## src/rtl/inst_fetch_if.sv

```systemverilog
// Fetch-stage bus: instruction-memory req/ack, decoder valid/ready, execute redirect.
// Combinational wiring only; no added latency.
// Memory side holds req until ack; decoder side holds valid until ready.
//
// Ports (master = fetch unit, slave = memory/decoder/execute environment):
//   imem_req/imem_addr  -> memory      imem_ack/imem_rdata <- memory
//   redirect/redirect_pc <- execute    inst_valid/inst/inst_pc -> decoder
//   inst_ready <- decoder              misalign_err/fetch_cnt -> status
interface inst_fetch_if;
   logic        imem_req;
   logic [31:0] imem_addr;
   logic        imem_ack;
   logic [31:0] imem_rdata;
   logic        redirect;
   logic [31:0] redirect_pc;
   logic        inst_valid;
   logic [31:0] inst;
   logic [31:0] inst_pc;
   logic        inst_ready;
   logic        misalign_err;
   logic [31:0] fetch_cnt;

   modport master (
      output imem_req, imem_addr,
      input  imem_ack, imem_rdata,
      input  redirect, redirect_pc,
      output inst_valid, inst, inst_pc,
      input  inst_ready,
      output misalign_err, fetch_cnt
   );

   modport slave (
      input  imem_req, imem_addr,
      output imem_ack, imem_rdata,
      output redirect, redirect_pc,
      input  inst_valid, inst, inst_pc,
      output inst_ready,
      input  misalign_err, fetch_cnt
   );
endinterface

```

## src/rtl/inst_fetch.sv

```systemverilog
// Instruction fetch: holds the PC, fetches words over req/ack, hands them to decode.
// Latency: request one cycle after IDLE/VALID; word valid the cycle after ack.
// Backpressure: held instruction stays put while inst_ready=0; no new request meanwhile.
//
// Ports: clk, rst (async active-high); bus (inst_fetch_if.master) carrying the
// memory req/ack pair, execute redirect, decoder valid/ready and status outputs.
module inst_fetch #(
   parameter logic [31:0] RESET_PC = 32'h0000_0000,
   parameter logic [31:0] NOP_INST = 32'h0000_0013
) (
   input  logic          clk,
   input  logic          rst,
   inst_fetch_if.master  bus
);

   typedef enum logic [2:0] {
      S_IDLE,
      S_FETCH,
      S_DROP,
      S_VALID,
      S_HALT
   } state_t;

   state_t      state_q,     state_d;
   logic [31:0] pc_q,        pc_d;
   logic [31:0] addr_q,      addr_d;
   logic [31:0] inst_q,      inst_d;
   logic [31:0] inst_pc_q,   inst_pc_d;
   logic [31:0] cnt_q,       cnt_d;
   logic        err_q,       err_d;
   // A misaligned redirect arrived while a request was outstanding; the
   // handshake is finished first, then the stage halts.
   logic        halt_pend_q, halt_pend_d;

   logic        redir_bad;

   assign redir_bad = bus.redirect && (bus.redirect_pc[1:0] != 2'b00);

   always_ff @(posedge clk or posedge rst) begin
      if (rst) begin
         state_q     <= S_IDLE;
         pc_q        <= RESET_PC;
         addr_q      <= RESET_PC;
         inst_q      <= NOP_INST;
         inst_pc_q   <= RESET_PC;
         cnt_q       <= 32'd0;
         err_q       <= 1'b0;
         halt_pend_q <= 1'b0;
      end else begin
         state_q     <= state_d;
         pc_q        <= pc_d;
         addr_q      <= addr_d;
         inst_q      <= inst_d;
         inst_pc_q   <= inst_pc_d;
         cnt_q       <= cnt_d;
         err_q       <= err_d;
         halt_pend_q <= halt_pend_d;
      end
   end

   always_comb begin
      state_d     = state_q;
      pc_d        = pc_q;
      addr_d      = addr_q;
      inst_d      = inst_q;
      inst_pc_d   = inst_pc_q;
      cnt_d       = cnt_q;
      err_d       = err_q;
      halt_pend_d = halt_pend_q;

      bus.imem_req     = 1'b0;
      bus.inst_valid   = 1'b0;
      bus.imem_addr    = addr_q;
      bus.inst         = NOP_INST;
      bus.inst_pc      = inst_pc_q;
      bus.misalign_err = err_q;
      bus.fetch_cnt    = cnt_q;

      case (state_q)
         S_IDLE: begin
            state_d = S_FETCH;
            addr_d  = pc_q;
         end

         S_FETCH: begin
            bus.imem_req = 1'b1;
            if (bus.imem_ack) begin
               if (bus.redirect) begin
                  // Returned word belongs to the old path; refetch at target.
                  pc_d = bus.redirect_pc;
                  if (redir_bad) begin
                     state_d = S_HALT;
                     err_d   = 1'b1;
                  end else begin
                     addr_d = bus.redirect_pc;
                  end
               end else begin
                  inst_d    = bus.imem_rdata;
                  inst_pc_d = addr_q;
                  pc_d      = addr_q + 32'd4;
                  state_d   = S_VALID;
               end
            end else if (bus.redirect) begin
               // Address must stay stable until ack, so only pc_q moves.
               pc_d        = bus.redirect_pc;
               halt_pend_d = redir_bad;
               state_d     = S_DROP;
            end
         end

         S_DROP: begin
            bus.imem_req = 1'b1;
            if (bus.redirect) begin
               pc_d = bus.redirect_pc;
               if (redir_bad) begin
                  halt_pend_d = 1'b1;
               end
            end
            if (bus.imem_ack) begin
               halt_pend_d = 1'b0;
               if (halt_pend_q || redir_bad) begin
                  state_d = S_HALT;
                  err_d   = 1'b1;
               end else begin
                  addr_d  = bus.redirect ? bus.redirect_pc : pc_q;
                  state_d = S_FETCH;
               end
            end
         end

         S_VALID: begin
            bus.inst_valid = 1'b1;
            bus.inst       = inst_q;
            // Redirect wins over ready: the held word is on the wrong path.
            if (bus.redirect) begin
               pc_d = bus.redirect_pc;
               if (redir_bad) begin
                  state_d = S_HALT;
                  err_d   = 1'b1;
               end else begin
                  addr_d  = bus.redirect_pc;
                  state_d = S_FETCH;
               end
            end else if (bus.inst_ready) begin
               cnt_d   = cnt_q + 32'd1;
               addr_d  = pc_q;
               state_d = S_FETCH;
            end
         end

         S_HALT: begin
            state_d = S_HALT;
         end

         default: begin
            state_d = S_HALT;
         end
      endcase
   end

endmodule

```

## src/flat_wrapper.sv

```systemverilog
// flat-port wrapper written by rule: the top's interface ports become plain ports
module inst_fetch_flat 
#(
   parameter logic [31:0] RESET_PC = 32'h0000_0000,
   parameter logic [31:0] NOP_INST = 32'h0000_0013
)
  (clk, rst, bus_imem_req, bus_imem_addr, bus_imem_ack, bus_imem_rdata, bus_redirect, bus_redirect_pc, bus_inst_valid, bus_inst, bus_inst_pc, bus_inst_ready, bus_misalign_err, bus_fetch_cnt);
  inst_fetch_if bus_i ();
  input  logic clk;
  input  logic rst;
  output wire logic [$bits(bus_i.imem_req)-1:0] bus_imem_req;
  output wire logic [$bits(bus_i.imem_addr)-1:0] bus_imem_addr;
  input wire logic [$bits(bus_i.imem_ack)-1:0] bus_imem_ack;
  input wire logic [$bits(bus_i.imem_rdata)-1:0] bus_imem_rdata;
  input wire logic [$bits(bus_i.redirect)-1:0] bus_redirect;
  input wire logic [$bits(bus_i.redirect_pc)-1:0] bus_redirect_pc;
  output wire logic [$bits(bus_i.inst_valid)-1:0] bus_inst_valid;
  output wire logic [$bits(bus_i.inst)-1:0] bus_inst;
  output wire logic [$bits(bus_i.inst_pc)-1:0] bus_inst_pc;
  input wire logic [$bits(bus_i.inst_ready)-1:0] bus_inst_ready;
  output wire logic [$bits(bus_i.misalign_err)-1:0] bus_misalign_err;
  output wire logic [$bits(bus_i.fetch_cnt)-1:0] bus_fetch_cnt;
  assign bus_imem_req = bus_i.imem_req;
  assign bus_imem_addr = bus_i.imem_addr;
  assign bus_i.imem_ack = bus_imem_ack;
  assign bus_i.imem_rdata = bus_imem_rdata;
  assign bus_i.redirect = bus_redirect;
  assign bus_i.redirect_pc = bus_redirect_pc;
  assign bus_inst_valid = bus_i.inst_valid;
  assign bus_inst = bus_i.inst;
  assign bus_inst_pc = bus_i.inst_pc;
  assign bus_i.inst_ready = bus_inst_ready;
  assign bus_misalign_err = bus_i.misalign_err;
  assign bus_fetch_cnt = bus_i.fetch_cnt;
  inst_fetch #(.RESET_PC(RESET_PC), .NOP_INST(NOP_INST)) u_core (.clk(clk), .rst(rst), .bus(bus_i));
endmodule
```

## config.mk

```make
export PLATFORM = sky130hd
export DESIGN_NAME = inst_fetch_flat
export DESIGN_NICKNAME = d
export VERILOG_FILES = /design/src/rtl/inst_fetch_if.sv /design/src/rtl/inst_fetch.sv /design/src/flat_wrapper.sv
export SDC_FILE = /design/constraint.sdc
export NUM_CORES = 1
export LEC_CHECK = 0
export CORE_AREA = 2 2 143 214
export DETAILED_ROUTE_END_ITERATION = 8
export DIE_AREA = 0 0 145 216
export PLACE_DENSITY_LB_ADDON = 0.3
export SYNTH_ARGS = -nofsm -noshare
export SYNTH_HDL_FRONTEND = slang
export SYNTH_SLANG_ARGS = --single-unit
export TNS_END_PERCENT = 5
```

## constraint.sdc

```tcl
create_clock -name clk -period 6.25 [get_ports clk]
set_clock_uncertainty 0.2 [all_clocks]
set_input_delay 1.25 -clock clk [delete_from_list [all_inputs] [get_ports clk]]
set_output_delay 1.25 -clock clk [all_outputs]
set_load 0.05 [all_outputs]
```

==> summary.log <==
[status] result of the run finished, final reports clean
[cells_and_area] Synth-to-Final Area Change 33.4%
[clocking] later-pin clock latency in the skew report 450 ps
[timing] Max-Slew Margin vs Limit 28.9%
[timing] Fmax achieved 222 MHz
[setup_path] Crit path arrival time 3060 ps
[grt] remaining global-route overflow 0
[placed_design] cell count after placement 1406
[synth] dominant cell by count in the synthesized netlist sky130_fd_sc_hd__dfrtp_1
[run] max cap viols 0
[placed_design] Post-DP HPWL 17900 µm
[floorplanning] number of top-level design ports 200
[clocking] post-cts gate resize count 0
[grt] number of global-route vias before repair 7440
[setup_path] nature of the critical path startpoint flip-flop
[pwr] worst IR drop on VDD 0.261 mV
[clocking] CTS tree done
[grt] aggregate global-route resource usage 17.3%
[cells_and_area] number of nets at the end of the flow 1101
[timing] final-report setup violation count 0
[pwr] leakage power 0.00471 µW
[timing] final period utilization 72.2%
[routing] number of iterations in the first detailed-routing pass 5
[timing] number of hold-slack violations in the final timing report 0
[setup_path] critical path startpoint u_core.state_q[2]$_DFFE_PP0P_
[pwr] combinational cell fraction of total power 40.9%
[synth] gate count after technology mapping 862
[synth] Synth top area share 46.5%
[cells_and_area] Final Instance Count excl. Fillers 1439
[floorplanning] Rows 77
[floorplanning] area enclosed by the die boundary 31300 µm²
[setup_path] peak fanout along the critical path 31
[routing] Routed WL per cell 18.7 µm
[synth] Area contributors post-synth sky130_fd_sc_hd__dfrtp_1 47%, sky130_fd_sc_hd__mux2_2 5.8%, sky130_fd_sc_hd__nand2_1 4.0%, sky130_fd_sc_hd__a221oi_1 3.3%, sky130_fd_sc_hd__xor2_1 3.1%
[setup_path] CP Class reg2out
[synth] Synthesis Warnings 0
[floorplanning] die width 145 µm
[clocking] buffer type at the clock tree root sky130_fd_sc_hd__clkbuf_16
[timing] final critical path time including I/O delays and setup 4510 ps
[floorplanning] initial core utilization 29.7%
[pwr] Power Density 437 nW/µm²
[synth] cell taking the most area after synthesis sky130_fd_sc_hd__dfrtp_1
[pwr] total net switching power 2140 µW
[routing] remaining antenna violation count after routing 0
[synth] share of synthesized flip-flops with an asynchronous set or reset 100%
[routing] First DRT Iteration DRCs 521
[timing] RSZ-0062 raised after global routing no
[setup_path] capturing element type of the critical path output pin
[routing] DRT Wirelength 26900 µm
[synth] synthesized flop and latch total 165
[grt] first-pass GRT wire length 42800 µm
[pwr] clock power share 21.9%
[clocking] post-cts hold buffer count 0
[floorplanning] height of the die 216 µm
[synth] Mapped Nets 933
[synth] Post-Synthesis Cell Area 8710 µm²
[synth] number of enable-type register cells in the synthesized netlist 0
[cells_and_area] fillcell total 2888
[clocking] clock-pin transition on the worst setup and hold timing paths 70 ps
[synth] Netlist cell types 62
[setup_path] launch instance of the worst register-to-register path u_core.state_q[2]$_DFFE_PP0P_
[placed_design] Routability Congestion 0.798
[clocking] clock net sink count 165
[timing] Worst Tran Pin Value 1060 ps
[clocking] Post-CTS Setup Inserts 0
[grt] pin count of the biggest net entering global routing 101
[timing] TNS Setup 0 ps
[pwr] cell-internal power 2940 µW
[synth] sequential cell area fraction in the yosys report 47.4%
[clocking] number of buffers added by the clock tree synthesis step 17
[synth] most instantiated flip-flop cell in the synthesis netlist sky130_fd_sc_hd__dfrtp_1
[timing] smallest hold slack 272 ps
[clocking] maximum buffer depth of the clock tree 2
[clocking] maximum level of the CTS H-tree 4
[pwr] proportion of power drawn by flip-flops and latches 37.2%
[cells_and_area] fraction of final layout cells sized beyond drive strength 1 12.0%
[cells_and_area] fraction of the core area covered by cells at the end of the flow 39.6%
[timing] max-slew violation count 0
[min_path] class of the worst hold path reg2reg
[floorplanning] area of the core 29400 µm²
[grt] antenna violations before repair 1
[pwr] switching part of the total power 42.1%
[routing] DRC violations left 0
[routing] per-cell via count in the routed design 5.20
[synth] leading post-synthesis cells by instance count 162 x sky130_fd_sc_hd__dfrtp_1, 93 x sky130_fd_sc_hd__nand2_1, 65 x sky130_fd_sc_hd__nor2_1, 53 x sky130_fd_sc_hd__o21ai_0, 45 x sky130_fd_sc_hd__mux2_2
[min_path] HP Start u_core.bus.fetch_cnt[31]$_DFFE_PP0P_
[placed_design] count of input and output buffers 199
[routing] total number of vias 7476
[synth] post-synthesis area per instance 10.1 µm²
[setup_path] data required time at the worst endpoint 4800 ps
-- path summary, 6_finish.rpt --
| kind | cells past startpoint | endpoint | slack (ps) |
|---|---|---|---|
| setup reg to reg | 6 | u_core.bus.imem_addr[21]$_DFFE_PP0P_ | 3390 |
| setup / recovery | 3 | bus_inst[7] | 1740 |
| max in group asynchronous | 3 | u_core.bus.imem_addr[13]$_DFFE_PP0P_ | 3780 |
| hold reg to reg | 1 | u_core.bus.fetch_cnt[31]$_DFFE_PP0P_ | 270 |
| hold / removal | 1 | u_core.bus.fetch_cnt[31]$_DFFE_PP0P_ | 270 |
| min in group asynchronous | 2 | u_core.bus.inst_pc[27]$_DFFE_PP0P_ | 1170 |
-- critical path: stages, from the launching register on --
cell and delay (ps):
sky130_fd_sc_hd__dfrtp_1 600, sky130_fd_sc_hd__nor2b_2 920, sky130_fd_sc_hd__and3_1 270, sky130_fd_sc_hd__clkdlybuf4s50_1 810
-- power groups by stage --
stage                     Combinational [µW]  Clock, µW  Sequential, µW
after floorplan                          876          0            2380
after global placement                  2060          0            1900
after detailed placement                2090          0            1910
after CTS                               2090       1150            1890
after global routing                    2230       1190            1950
final                                   2080       1110            1890
-- layer usage --
| metal | global-route usage (%) | part of all wire [%] |
|---|---|---|
| met1 | 20.3 | 40 |
| met2 | 30.7 | 53 |
| met3 | 3.07 | 4.7 |
| met4 | 8.22 | 2.6 |
| met5 | 0 | 0 |
-- placed cells by master (no fill, tap or decap), types with 4 or more instances in the layout --
cell type                         synthesis  layout
sky130_fd_sc_hd__mux2_1                  20      20
sky130_fd_sc_hd__mux2_2                  45      45
sky130_fd_sc_hd__nor2_1                  65      64
sky130_fd_sc_hd__buf_4                    6      13
sky130_fd_sc_hd__nand3_1                 20      20
sky130_fd_sc_hd__nor2b_1                  5       4
sky130_fd_sc_hd__nand4_1                 13      13
sky130_fd_sc_hd__clkdlybuf4s50_1          0     198
sky130_fd_sc_hd__a22oi_1                 20      20
sky130_fd_sc_hd__clkbuf_16                0      17
sky130_fd_sc_hd__or2_2                    5       5
sky130_fd_sc_hd__or3_1                    4       4
sky130_fd_sc_hd__nor3_2                   4       4
sky130_fd_sc_hd__xnor2_1                 26      26
sky130_fd_sc_hd__a21oi_1                 14      14
sky130_fd_sc_hd__clkinv_4                 0       4
sky130_fd_sc_hd__dfrtp_1                162     162
sky130_fd_sc_hd__and2_1                   4       4
sky130_fd_sc_hd__xor2_1                  31      31
sky130_fd_sc_hd__inv_1                   10       9
sky130_fd_sc_hd__a221oi_1                33      33
sky130_fd_sc_hd__nand2_1                 93      93
sky130_fd_sc_hd__mux2i_1                  8       8
sky130_fd_sc_hd__o21ai_1                 31      29
sky130_fd_sc_hd__a32oi_1                  7       7
sky130_fd_sc_hd__o21ai_0                 53      53
sky130_fd_sc_hd__a211oi_1                 8       8
sky130_fd_sc_hd__a311oi_1                22      22
sky130_fd_sc_hd__o22ai_1                  6       5
sky130_fd_sc_hd__nor3_1                   6       6
sky130_fd_sc_hd__and3_1                  37      37
-- area by class of cell --
cell class	instances	area [µm²]	area share, %
multi-input combinational	623	4230	36.4
sequential	165	4130	35.6
timing repair buffer	213	2100	18.1
tap	395	494	4.25
clock buffer	21	470	4.05
clock inverter	11	150	1.29
inverter	10	42.5	0.366
antenna	1	2.50	0.0215
-- metrics by stage --
step / worst slack, ps / total power, µW / cell area, µm²
after floorplan: 343 / 3260 / 8710
after global placement: 2290 / 3960 / 11000
after detailed placement: 2200 / 4000 / 11000
after CTS: 1700 / 5130 / 11600
after global routing: 1500 / 5370 / 11600
final: 1740 / 5080 / 11600
-- flip-flops by register name (all words and copies together) (netlist names) --
signal,count
u_core.bus.misalign_err,1
u_core.state_q,3
u_core.inst_q,32
u_core.bus.fetch_cnt,32
u_core.bus.imem_addr,32
u_core.bus.inst_pc,32
u_core.halt_pend_q,1
u_core.pc_q,32
-- kinds of logic (layout without fill, tap and decap cells) --
family | after synthesis | in the layout | synth area share [%]
xor+xnor | 57 | 57 | 5.73
simple gates | 281 | 281 | 16.5
compound gates | 209 | 209 | 16.2
other cells | 0 | 1 | 0
fa+ha+maj | 3 | 3 | 0.402
buf+inv | 74 | 255 | 4.37
mux | 73 | 73 | 9.32
flops | 165 | 165 | 47.4
Note: power is estimated with default switching activity, not from simulation.
==> variant 1: new RTL, same flow settings <==
Re-encode `state_t` (5 states) as one-hot, 5 bits wide.
--- a/src/rtl/inst_fetch.sv
+++ b/src/rtl/inst_fetch.sv
@@ -15,8 +15,8 @@
 
-   typedef enum logic [2:0] {
-      S_IDLE,
-      S_FETCH,
-      S_DROP,
-      S_VALID,
-      S_HALT
+   typedef enum logic [4:0] {
+      S_IDLE  = 5'b00001,
+      S_FETCH = 5'b00010,
+      S_DROP  = 5'b00100,
+      S_VALID = 5'b01000,
+      S_HALT  = 5'b10000
    } state_t;
Check against the original RTL: no difference found for any inputs over 4 cycles, from zero or initial values and one cycle with rst high; so few cycles prove little.
==> variant 1 against the unedited design <==
Non-clock buffer count down 2. Area after synthesis down 7.5%. Sequential cell count grew 2. Count of clock-buffer cells in the layout down 4. Wire length fell by 4.6%. Cell area down 5.2%. Worst setup slack better by 0.26 ns.
Power is not compared: it rests on default switching activity, and its combinational part moved more than twofold at a synthesized area within 25%.
==> variant 1: results (changes against the unedited design) <==
CP max FO = 12 (was 31)
DR iter-0 viols = 404 (was 521)
RD Place Congestion = 0.866 (was 0.798)
Met1 Usage GRT = 0.201 (was 0.203)
Synth area leaders = dfrtp_1 (51%), nand2_1 (10%), a22oi_1 (4.7%) (was dfrtp_1 (47%), mux2_2 (5.8%), nand2_1 (4.0%))
Yosys cell types = 60 (was 62)
Met2 Use GR = 0.290 (was 0.307)
LEAKAGE = 4.77 nW
Root Driver = clkbuf_16 (unchanged)
All-Layer GR Usage = 0.166 (was 0.173)
Top post-synthesis cells by count = nand2_1 (223), dfrtp_1 (163), a22oi_1 (51) (was dfrtp_1 (162), nand2_1 (93), nor2_1 (65))
Routed wl met3 = 1190 um (was 1280 um)
Tightest Pin Transition = 1.08 ns (was 1.06 ns)
CTS Buf Count = 17 (unchanged)
Final nets = 1,099 (was 1,101)
Pin count of the biggest net entering global routing = 76 (was 101)
M3 GR Usage = 0.0321 (was 0.0307)
WL met1 = 10,900 um (was 10,600 um)
IO Port Bufs = 199 (unchanged)
DR WL met2 = 13,000 um (was 14,300 um)
Yosys warns = 0 (unchanged)
Vias in the first global route = 7,209 (was 7,440)
WL final = 25,700 um (was 26,900 um)
Slowest cell on crit path = clkdlybuf4s50_1 (was nor2b_2)
Top FF cell, synth = dfrtp_1 (unchanged)
Post-synth top area share = 0.506 (was 0.465)
H-tree lvl count = 4 (unchanged)
First-pass GRT wire length = 41,400 um (was 42,800 um)
CP top delay family = simple AND/OR/NAND/NOR gates (unchanged)
# fillers = 2,971 (was 2,888)
Run status = completed (unchanged)
Data arrival, critical path = 2.80 ns (was 3.06 ns)
Placed Area = 0.0104 sq mm (was 0.0110 sq mm)
Syn nets = 920 (was 933)
Via count = 7,120 (was 7,476)
Slowest stage delay, CP = 0.87 ns (was 0.92 ns)
DP Wirelength = 17,300 um (was 17,900 um)
Clk buf depth = 2 (unchanged)
# diodes = 0 (was 1)
Initial antenna violation count = 0 (was 1)
Synth async-reset ratio = 1.00 (unchanged)
Register area share after synthesis = 0.519 (was 0.474)
Worst vdd ir = 0.168 mV
Clk_lat worst skew = 0.44 ns
Layout cells sized above 1 = 0.0605 (was 0.120)
Place WS = 1.94 ns (was 2.20 ns)
-- variant 1: power groups by stage --
stage / logic (mW) / clock network, mW / registers [mW]
6_report: 0.410 / 1.05 / 1.25
4_1_cts: 0.415 / 1.08 / 1.25
2_1_floorplan: 0.139 / 0 / 1.36
5_1_grt: 0.441 / 1.12 / 1.26
3_3_place_gp: 0.408 / 0 / 1.27
3_5_place_dp: 0.413 / 0 / 1.27
-- variant 1: cell type report --
class                   instances  area [sq um]  share of cell area
inverters                      11          46.3             0.00420
clock buffers                  17           425              0.0386
clock inverters                15           160              0.0145
flip-flops and latches        167          4180               0.380
well taps                     395           494              0.0448
repair buffers                211          2080               0.189
multi-input cells             620          3630               0.329
-- variant 1: path summary, 6_finish.rpt --
path	start	endpoint	slack (ns)	cells after the start
worst max-delay path	u_core.state_q[1]	bus_inst_valid	2.00	3
worst min-delay path	u_core.inst_q[4]	u_core.inst_q[4]	0.26	2
worst max register to register	u_core.state_q[0]	u_core.bus.imem_addr[27]	3.23	6
worst min register to register	u_core.inst_q[4]	u_core.inst_q[4]	0.26	2
max in group asynchronous	rst	u_core.bus.imem_addr[27]	3.61	3
min in group asynchronous	rst	u_core.inst_q[15]	1.12	2
-- variant 1: logic make-up (layout without fill, tap and decap cells) --
kind of cell             count (synthesis)  in the layout  synth area share
AND/OR/NAND/NOR                        388            388             0.229
AO/OA/AOI/OAI                          170            170             0.151
flip-flops                             167            167             0.519
buffers and inverters                   62            254            0.0329
XOR/XNOR                                56             56            0.0608
multiplexers                             3              3           0.00404
adder cells (fa/ha/maj)                  2              2           0.00310
other                                    1              1          0.000465
-- variant 1: through the flow --
stage,instances,power [mW]
after global placement,1404,1.68
after CTS,1436,2.75
after detailed placement,1404,1.68
final,1436,2.71
after floorplan,849,1.50
after global routing,1436,2.82
==> variant 2: new RTL, config.mk and constraints unchanged <==
Without the edit above. `NOP_INST` is set to 32'h0000_0013 in 2 places; all go to 32'h00000009.
--- a/src/rtl/inst_fetch.sv
+++ b/src/rtl/inst_fetch.sv
@@ -8,3 +8,3 @@
    parameter logic [31:0] RESET_PC = 32'h0000_0000,
-   parameter logic [31:0] NOP_INST = 32'h0000_0013
+   parameter logic [31:0] NOP_INST = 32'h00000009
 ) (
--- a/src/flat_wrapper.sv
+++ b/src/flat_wrapper.sv
@@ -4,3 +4,3 @@
    parameter logic [31:0] RESET_PC = 32'h0000_0000,
-   parameter logic [31:0] NOP_INST = 32'h0000_0013
+   parameter logic [31:0] NOP_INST = 32'h00000009
 )
Check against the original RTL: not equivalent (a bounded check fails within 4 cycles, from zero or initial values and one cycle with rst high).
==> variant 2 against the unedited design <==
Cell area is 0.31% lower. Global-route usage is 0.27 points higher. Worst setup slack worse by 0.18 ns. Total power is 0.26% lower. Wire length is 2.5% higher. First-iteration DRC count is 5.2% lower. Count of clock-buffer cells in the layout is 3 lower. Sequential cell count stayed put. Area after synthesis is 0.29% lower. Critical path depth stayed put.
==> variant 2: results (changes against the unedited design) <==
LEAKAGE = 4.72 nW (was 4.71 nW)
Clk buf depth = 2 (unchanged)
Placed Area = 0.0110 sq mm (about the same)
Yosys warns = 0 (unchanged)
Vias per inst = 5.23 (was 5.20)
First-pass GRT wire length = 43,000 um (was 42,800 um)
Hold WC Path Type = register to register (unchanged)
Data arrival, critical path = 3.24 ns (was 3.06 ns)
Clk_lat worst skew = 0.46 ns
Top post-synthesis cells by count = dfrtp_1 (163), nand2_1 (93), nor2_1 (66) (was dfrtp_1 (162), nand2_1 (93), nor2_1 (65))
Synth area leaders = dfrtp_1 (47%), mux2_1 (7.1%), nand2_1 (4.0%) (was dfrtp_1 (47%), mux2_2 (5.8%), nand2_1 (4.0%))
Post-CTS Resized = 0 (unchanged)
RD Place Congestion = 0.814 (was 0.798)
Initial antenna violation count = 0 (was 1)
Worst vdd ir = 0.248 mV (was 0.261 mV)
Pin count of the biggest net entering global routing = 98 (was 101)
Pre-antenna DRT Iters = 5 (unchanged)
IO Port Bufs = 199 (unchanged)
Post-Syn Instances = 862 (unchanged)
Vias in the first global route = 7,479 (was 7,440)
DP Wirelength = 18,700 um (was 17,900 um)
All-Layer GR Usage = 0.176 (was 0.173)
Layout cells sized above 1 = 0.0845 (was 0.120)
WL final = 27,600 um (was 26,900 um)
# diodes = 0 (was 1)
# fillers = 2,876 (was 2,888)
WL per Instance = 19.2 um (was 18.7 um)
Register area share after synthesis = 0.476 (was 0.474)
Final nets = 1,100 (was 1,101)
Syn nets = 933 (unchanged)
CP max FO = 32 (was 31)
CTS Buf Count = 17 (unchanged)
Place WS = 2.00 ns (was 2.20 ns)
Placed insts = 1,405 (was 1,406)
Run status = completed (unchanged)
DR iter-0 viols = 494 (was 521)
Switching power = 2.17 mW (was 2.14 mW)
Slew headroom = 0.131 (was 0.289)
[variant 2: cell count changes after synthesis, moves of 2 or more]
| cell | change |
|---|---|
| mux2_1 | +35 |
| mux2_2 | -35 |
| buf_6 | -6 |
| buf_2 | +4 |
| clkbuf_1 | -3 |
| o21ai_0 | -3 |
| buf_1 | +2 |
| buf_4 | +2 |
| o21ai_1 | +2 |
[variant 2: final timing paths]
kind | start | end | slack, ns | cells past startpoint
max reg2reg | u_core.state_q[1] | u_core.pc_q[29] | 3.20 | 7
min | u_core.bus.fetch_cnt[31] | u_core.bus.fetch_cnt[31] | 0.27 | 1
min reg2reg | u_core.bus.fetch_cnt[31] | u_core.bus.fetch_cnt[31] | 0.27 | 1
max in group asynchronous | rst | u_core.inst_q[3] | 3.51 | 3
max | u_core.state_q[0] | bus_inst[25] | 1.56 | 3
min in group asynchronous | rst | u_core.bus.inst_pc[31] | 1.16 | 2
[variant 2: final cells by class]
| type | instances | area, sq um | area share |
|---|---|---|---|
| inverters | 10 | 42.5 | 0.00367 |
| well taps | 395 | 494 | 0.0427 |
| flip-flops and latches | 165 | 4130 | 0.357 |
| repair buffers | 212 | 2080 | 0.180 |
| multi-input cells | 623 | 4220 | 0.364 |
| clock inverters | 14 | 179 | 0.0154 |
| clock buffers | 18 | 439 | 0.0379 |
[variant 2: kinds of logic after synthesis]
| group | after synthesis | share of synthesized area |
|---|---|---|
| AND/OR/NAND/NOR | 281 | 0.166 |
| multiplexers | 73 | 0.0935 |
| AO/OA/AOI/OAI | 209 | 0.164 |
| XOR/XNOR | 57 | 0.0575 |
| buffers and inverters | 74 | 0.0402 |
| adder cells (fa/ha/maj) | 3 | 0.00403 |
| flip-flops | 165 | 0.476 |
[variant 2: worst max-delay path: stages, from the launching register on]
cell,delay [ns]
dfrtp_1,0.71
nor2b_2,0.99
and3_1,0.28
clkdlybuf4s50_1,0.80
[variant 2: per-layer routing]
layer  GRT usage  wire length [um]
met4      0.0947              1110
met3      0.0285              1100
met5           0                 0
met2       0.314             14500
met1       0.202             10900
[variant 2: metrics by stage]
| step | hold slack (ns) | power [mW] |
|---|---|---|
| after detailed placement | 0.257 | 3.98 |
| final | 0.273 | 5.07 |
| after global placement | 0.260 | 3.94 |
| after CTS | 0.275 | 5.12 |
| after floorplan | 0.250 | 3.24 |
| after global routing | 0.291 | 5.36 |
[variant 2: power groups by stage]
stage	registers (mW)	clock network (mW)	logic, mW
2_1_floorplan	2.38	0	0.856
3_3_place_gp	1.92	0	2.03
3_5_place_dp	1.93	0	2.06
4_1_cts	1.91	1.15	2.06
5_1_grt	1.97	1.19	2.20
6_report	1.91	1.12	2.05
